--- config.mk ---
export PLATFORM = sky130hd
export DESIGN_NAME = zx_screen_fetch
export DESIGN_NICKNAME = d
export VERILOG_FILES = /design/src/rtl/zx_video_pkg.sv /design/src/rtl/zx_line_buffer.sv /design/src/rtl/zx_screen_fetch.sv
export SDC_FILE = /design/constraint.sdc
export NUM_CORES = 1
export LEC_CHECK = 0
export ABC_AREA = 1
export CAP_MARGIN = 0
export CORE_MARGIN = 4
export CORE_UTILIZATION = 35
export CTS_CLUSTER_SIZE = 25
export DETAILED_ROUTE_END_ITERATION = 6
export PLACE_DENSITY = 0.59
export SYNTH_ARGS = -nofsm -noshare
export SYNTH_HDL_FRONTEND = slang
export SYNTH_SLANG_ARGS = --single-unit
--- constraint.sdc ---
create_clock -name i_clk -period 3.7 [get_ports i_clk]
set_input_delay 0.74 -clock i_clk [delete_from_list [all_inputs] [get_ports i_clk]]
set_output_delay 0.74 -clock i_clk [all_outputs]
set_load 0.02 [all_outputs]
--- src/rtl/zx_video_pkg.sv ---
// Shared ZX Spectrum display constants, fetch FSM state type and screen address helpers.
package zx_video_pkg;

  localparam int unsigned SCREEN_W       = 256;
  localparam int unsigned SCREEN_H       = 192;
  localparam int unsigned BYTES_PER_LINE = SCREEN_W / 8;
  localparam logic [15:0] ATTR_OFFSET    = 16'h1800;

  typedef enum logic [1:0] {
    StIdle,
    StFetch,
    StDrain
  } fetch_state_e;

  // Bitmap rows are interleaved: thirds, then pixel row within char, then char row.
  function automatic logic [15:0] bitmap_addr(input logic [15:0] base, input logic [7:0] y,
                                              input logic [4:0] col);
    return base + {3'b000, y[7:6], y[2:0], y[5:3], col};
  endfunction

  function automatic logic [15:0] attr_addr(input logic [15:0] base, input logic [7:0] y,
                                            input logic [4:0] col);
    return base + ATTR_OFFSET + {6'b000000, y[7:3], col};
  endfunction

endpackage

--- src/rtl/zx_line_buffer.sv ---
// Two banks of one display line each: slots 0..31 bitmap, 32..63 attributes.
module zx_line_buffer
  import zx_video_pkg::*;
(
  input  logic       i_clk,
  input  logic       i_wr_en,
  input  logic       i_wr_bank,
  input  logic [5:0] i_wr_idx,
  input  logic [7:0] i_wr_data,
  input  logic       i_rd_bank,
  input  logic [4:0] i_rd_col,
  output logic [7:0] o_bitmap,
  output logic [7:0] o_attr
);

  localparam int unsigned Slots = 2 * BYTES_PER_LINE;

  logic [7:0] r_mem [2][Slots];

  always_ff @(posedge i_clk) begin
    if (i_wr_en) begin
      r_mem[i_wr_bank][i_wr_idx] <= i_wr_data;
    end
  end

  assign o_bitmap = r_mem[i_rd_bank][{1'b0, i_rd_col}];
  assign o_attr   = r_mem[i_rd_bank][{1'b1, i_rd_col}];

endmodule

--- src/rtl/zx_screen_fetch.sv ---
// Fetches one ZX Spectrum display line from RAM into a double-buffered line store and
// decodes per-pixel colour indices from the front bank.
module zx_screen_fetch
  import zx_video_pkg::*;
#(
  parameter logic [15:0] SCREEN_BASE = 16'h0000,
  parameter int unsigned FLASH_BIT   = 4
) (
  input  logic        i_clk,
  input  logic        i_rst_n,
  input  logic        i_line_start,
  input  logic [7:0]  i_line_y,
  input  logic        i_frame_start,
  output logic [15:0] o_mem_addr,
  input  logic [7:0]  i_mem_dout,
  output logic        o_fetch_busy,
  output logic        o_fetch_done,
  input  logic        i_pix_en,
  input  logic [7:0]  i_pix_x,
  output logic [3:0]  o_pix_colour,
  output logic        o_pix_valid
);

  fetch_state_e r_state, w_state_next;

  logic [6:0]  r_idx;
  logic [7:0]  r_y;
  logic [15:0] r_addr;
  logic        r_busy;
  logic        r_done;
  logic        r_front;
  logic        r_have_line;
  logic [4:0]  r_frame;
  logic [3:0]  r_pix_colour;
  logic        r_pix_valid;

  logic        w_start;
  logic        w_issue;
  logic        w_capture;
  logic        w_swap;
  logic [5:0]  w_wr_idx;
  logic [7:0]  w_bitmap;
  logic [7:0]  w_attr;
  logic        w_bit;
  logic        w_flash;
  logic        w_lookup;
  logic [2:0]  w_ink;
  logic [2:0]  w_paper;
  logic [3:0]  w_colour;

  assign w_start = i_line_start && ({24'd0, i_line_y} < SCREEN_H);

  always_ff @(posedge i_clk or negedge i_rst_n) begin
    if (!i_rst_n) begin
      r_state <= StIdle;
    end else begin
      r_state <= w_state_next;
    end
  end

  always_comb begin
    w_state_next = r_state;
    unique case (r_state)
      StIdle:  if (w_start) w_state_next = StFetch;
      StFetch: if (r_idx == 7'd64) w_state_next = StDrain;
      StDrain: w_state_next = StIdle;
      default: w_state_next = StIdle;
    endcase
  end

  // r_idx runs 0..64: 0..63 issue addresses, the final step only captures byte 63.
  always_comb begin
    w_issue   = 1'b0;
    w_capture = 1'b0;
    w_swap    = 1'b0;
    unique case (r_state)
      StFetch: begin
        w_issue   = !r_idx[6];
        w_capture = (r_idx != 7'd0);
      end
      StDrain: w_swap = 1'b1;
      default: ;
    endcase
  end

  always_ff @(posedge i_clk or negedge i_rst_n) begin
    if (!i_rst_n) begin
      r_idx       <= '0;
      r_y         <= '0;
      r_addr      <= SCREEN_BASE;
      r_busy      <= 1'b0;
      r_done      <= 1'b0;
      r_front     <= 1'b0;
      r_have_line <= 1'b0;
      r_frame     <= '0;
    end else begin
      r_done <= w_swap;
      if (i_frame_start) begin
        r_frame <= r_frame + 5'd1;
      end
      if ((r_state == StIdle) && w_start) begin
        r_idx <= '0;
        r_y   <= i_line_y;
      end
      if (w_issue) begin
        r_addr <= r_idx[5] ? attr_addr(SCREEN_BASE, r_y, r_idx[4:0])
                           : bitmap_addr(SCREEN_BASE, r_y, r_idx[4:0]);
        r_idx  <= r_idx + 7'd1;
        r_busy <= 1'b1;
      end
      if (w_swap) begin
        r_busy      <= 1'b0;
        r_front     <= ~r_front;
        r_have_line <= 1'b1;
      end
    end
  end

  // Data on the bus belongs to the previously issued index.
  assign w_wr_idx = r_idx[5:0] - 6'd1;

  zx_line_buffer u_line_buffer (
    .i_clk     (i_clk),
    .i_wr_en   (w_capture),
    .i_wr_bank (~r_front),
    .i_wr_idx  (w_wr_idx),
    .i_wr_data (i_mem_dout),
    .i_rd_bank (r_front),
    .i_rd_col  (i_pix_x[7:3]),
    .o_bitmap  (w_bitmap),
    .o_attr    (w_attr)
  );

  assign w_bit    = w_bitmap[3'd7 - i_pix_x[2:0]];
  assign w_flash  = r_frame[FLASH_BIT];
  assign w_ink    = (w_attr[7] && w_flash) ? w_attr[5:3] : w_attr[2:0];
  assign w_paper  = (w_attr[7] && w_flash) ? w_attr[2:0] : w_attr[5:3];
  assign w_colour = {w_attr[6], w_bit ? w_ink : w_paper};
  assign w_lookup = i_pix_en && r_have_line;

  always_ff @(posedge i_clk or negedge i_rst_n) begin
    if (!i_rst_n) begin
      r_pix_valid  <= 1'b0;
      r_pix_colour <= 4'h0;
    end else begin
      r_pix_valid  <= w_lookup;
      r_pix_colour <= w_lookup ? w_colour : 4'h0;
    end
  end

  assign o_mem_addr   = r_addr;
  assign o_fetch_busy = r_busy;
  assign o_fetch_done = r_done;
  assign o_pix_colour = r_pix_colour;
  assign o_pix_valid  = r_pix_valid;

endmodule

==> impl_metrics.csv <==
group,metric,value,unit
timing,report.final.setup_viol,0,
power_and_ir_drop,power_density,497,nW/um2
timing,finalMaxSlewViolations,0,
power_and_ir_drop,p_clk_share,42.9,%
placement,gp_congestion,0.812,
clock_network,clk_pin_slew_worst_paths,0.06,ns
synthesis,synth_cell_type_count,33,
drt,drt-total-wl,116000,um
clock_network,cts_tree,"yes",
global_routing,grtUsageTotal,17.5,%
synthesis,yosysTopAreaCell,"edfxtp_1",
setup_path,critPathCaptureType,"flop",
clock_network,cts_root_buf,"clkbuf_16",
global_routing,grt_max_degree,129,
power_and_ir_drop,combPwrFrac,4.1,%
power_and_ir_drop,internal_power,19700,uW
finish,nFillCells,11600,
finish,layout-drive-gt1-share,10.7,%
global_routing,antenna_found_initial,1,
run_status,status,"finished, final reports clean",
setup_path,cp_data_arrival_time,3.49,ns
drt,num_vias,28800,
clock_network,clk_path_buf_depth,3,
synthesis,syn_area,43600,um2
timing,hold_viol_final,0,
placement,place_hpwl,67600,um
drt,drt-initial-drc-count,2889,
synthesis,syn_inst,3687,
timing,fin_tns_setup,0,ns
timing,rsz0062_at_grt,"false",
clock_network,cts_sinks,1068,
floorplanning,rows,129,
floorplanning,dieArea,130000,um2
timing,relSlewSlack,46.9,%
floorplanning,initial_core_util,35.3,%
setup_path,r2r_cells,9,
drt,met1_length,51300,um
global_routing,grt_overflow,0,
clock_network,cts_max_level,3,
power_and_ir_drop,swShare,21.5,%
synthesis,synth_top_area_share,70.4,%
clock_network,cts.hold.buffers_added,0,
power_and_ir_drop,power.leakage,0.0179,uW
floorplanning,core,124000,um2
power_and_ir_drop,total_power,25100,uW
timing,period_needed,3.08,ns
placement,io_buffers,48,
timing,tightest_slew,0.797,ns
finish,fin_nets,3860,
synthesis,ys_top_cells_by_area,"edfxtp_1, nand3_1, nand2_1",
clock_network,cts_setup_buffers,0,
drt,wl_per_cell,20.9,um
power_and_ir_drop,seq_power_share,53.0,%
floorplanning,die_h,361,um
flow_run,maxCapViolCount,0,
synthesis,ys_seq_area_share,73.0,%
setup_path,path_class,"flop to flop",
drt,wl_met2,53600,um
drt,wl_met3,7820,um
synthesis,syn_avg_cell_area,11.8,um2
power_and_ir_drop,power_switching,5390,uW
timing,skew,0.0307,ns
synthesis,yosysWarnings,0,
setup_path,worstPathRequired,4.10,ns
drt,ant_nets,0,
drt,vias_per_cell,5.19,
floorplanning,dieWidth,361,um
setup_path,cp-start-kind,"flop",
global_routing,grt_pass1_vias,27700,
timing,max_freq,324,MHz
drt,first_pass_iters,6,
drt,drc_errors,0,
hold_path,min_path_type,"primary input to async pin",
finish,insertedDiodeCount,0,
clock_network,cts_resized,0,
finish,synthToLayoutAreaGrowth,15.8,%
clock_network,cts_buffers,110,
synthesis,synth-seq-cells,1068,
setup_path,crit_fanout,16,
timing,finalCritPeriodShare,83.3,%
drt,maxUsedRoutingLayer,"met5",
clock_network,insertion_delay,0.71,ns
floorplanning,ios,52,
power_and_ir_drop,peakVddDrop,0.436,mV
global_routing,grt_pass1_wl,176000,um
==> stage by stage <==
stage / instances / worst slack [ns] / cell area, um2 / util, % / hold WS [ns]
finish: 5557 / 0.618 / 50600 / 40.8 / 0.0910
global route: 5557 / 0.257 / 50600 / 40.8 / 0.103
floorplan: 3689 / 1.07 / 43700 / - / 0.439
detailed placement: 5353 / 0.573 / 47000 / 38.0 / 0.462
CTS: 5557 / 0.684 / 50600 / 40.8 / 0.0665
global placement: 5353 / 0.579 / 47000 / 38.0 / 0.450
==> sequential cells by signal (all words and copies together) (netlist names) <==
name,count
o_fetch_busy,1
o_fetch_done,1
o_mem_addr,13
r_frame,5
u_line_buffer.r_mem,1024
o_pix_colour,4
r_front,1
r_y,8
r_idx,7
r_have_line,1
o_pix_valid,1
r_state,2
==> cell usage after synthesis (all sizes together) <==
| library cell | count |
|---|---|
| nor3 | 130 |
| o21bai | 1 |
| o32ai | 1 |
| or2 | 1 |
| nor2 | 65 |
| o22ai | 5 |
| a2bb2oi | 2 |
| nand2 | 1079 |
| o21ai | 50 |
| a22o | 1 |
| edfxtp | 1024 |
| mux2 | 1 |
| dfrtp | 44 |
| o211ai | 1 |
| nand3 | 947 |
| inv | 41 |
| xor2 | 8 |
| conb | 1 |
| ha | 3 |
| xnor2 | 2 |
| buf | 205 |
| o21a | 1 |
| o221ai | 14 |
| clkbuf | 54 |
| o41ai | 1 |
| nand4 | 3 |
| a21oi | 2 |
==> worst paths after layout <==
| path | slack (ns) | end | startpoint |
|---|---|---|---|
| worst max-delay path | 0.62 | u_line_buffer.r_mem[1][498] | r_idx[0] |
| worst min-delay path | 0.09 | r_frame[2] | i_rst_n |
| worst max register to register | 0.62 | u_line_buffer.r_mem[1][498] | r_idx[0] |
| worst min register to register | 0.48 | r_have_line | r_have_line |
| max in group asynchronous | 2.87 | o_mem_addr[0] | i_rst_n |
| min in group i_clk | 0.48 | r_have_line | r_have_line |
==> layout make-up <==
class / count / area, um2 / area share [%]
repair buffers: 286 / 2630 / 5.19
multi-input cells: 2321 / 10300 / 20.5
clock buffers: 146 / 2990 / 5.91
inverters: 41 / 171 / 0.339
well taps: 1637 / 2050 / 4.05
flip-flops and latches: 1068 / 31900 / 63.0
clock inverters: 58 / 533 / 1.05
==> critical path: stages (launching register included) <==
cell     delay, ns
dfrtp_1       0.42
inv_1         0.15
ha_1          0.21
nand3_1       0.14
xor2_1        0.26
inv_1         0.09
nor2_1        0.33
nand2_1       0.55
nor3_1        0.44
buf_4         0.20
==> power by group through the flow <==
stage	clock (uW)	sequential, uW	combinational [uW]
floorplan	0	13600	472
global placement	0	13600	1020
detailed placement	0	13600	1030
CTS	11000	13300	1030
global route	11500	13300	1120
finish	10800	13300	1030
==> cells by family (layout without fill, tap and decap cells) <==
| family | count (synthesis) | after routing | synth area share [%] |
|---|---|---|---|
| DFF | 1068 | 1068 | 73.0 |
| adders and majority gates | 3 | 3 | 0.0860 |
| xor gates and xnor gates | 10 | 10 | 0.201 |
| muxes | 1 | 1 | 0.0258 |
| and+or+nand+nor | 2225 | 2225 | 22.2 |
| other | 1 | 3 | 0.00859 |
| buffers and inverters | 300 | 531 | 3.36 |
| AOI/OAI and AO/OA | 79 | 79 | 1.10 |
==> routing by layer <==
layer / up-vias / global-route usage, %
met1: 14200 / 25.0
met4: 2 / 5.39
li1: 13500 / -
met2: 988 / 27.4
met3: 180 / 2.85
met5: - / 0
==> cells in the final DEF (no fill, tap or decap), types with 5 or more instances in the layout <==
cell type and instances:
buf_12 31, buf_4 216, bufinv_16 7, clkbuf_1 26
clkbuf_16 110, clkbuf_8 11, clkdlybuf4s50_1 36, clkinv_1 15
clkinv_2 25, dfrtp_1 43, edfxtp_1 1024, inv_1 37
nand2_1 1078, nand3_1 947, nor2_1 65, nor3_1 130
o21ai_0 47, o221ai_1 14, o22ai_1 5, xor2_1 8
Power figures use the tool's default switching activity.
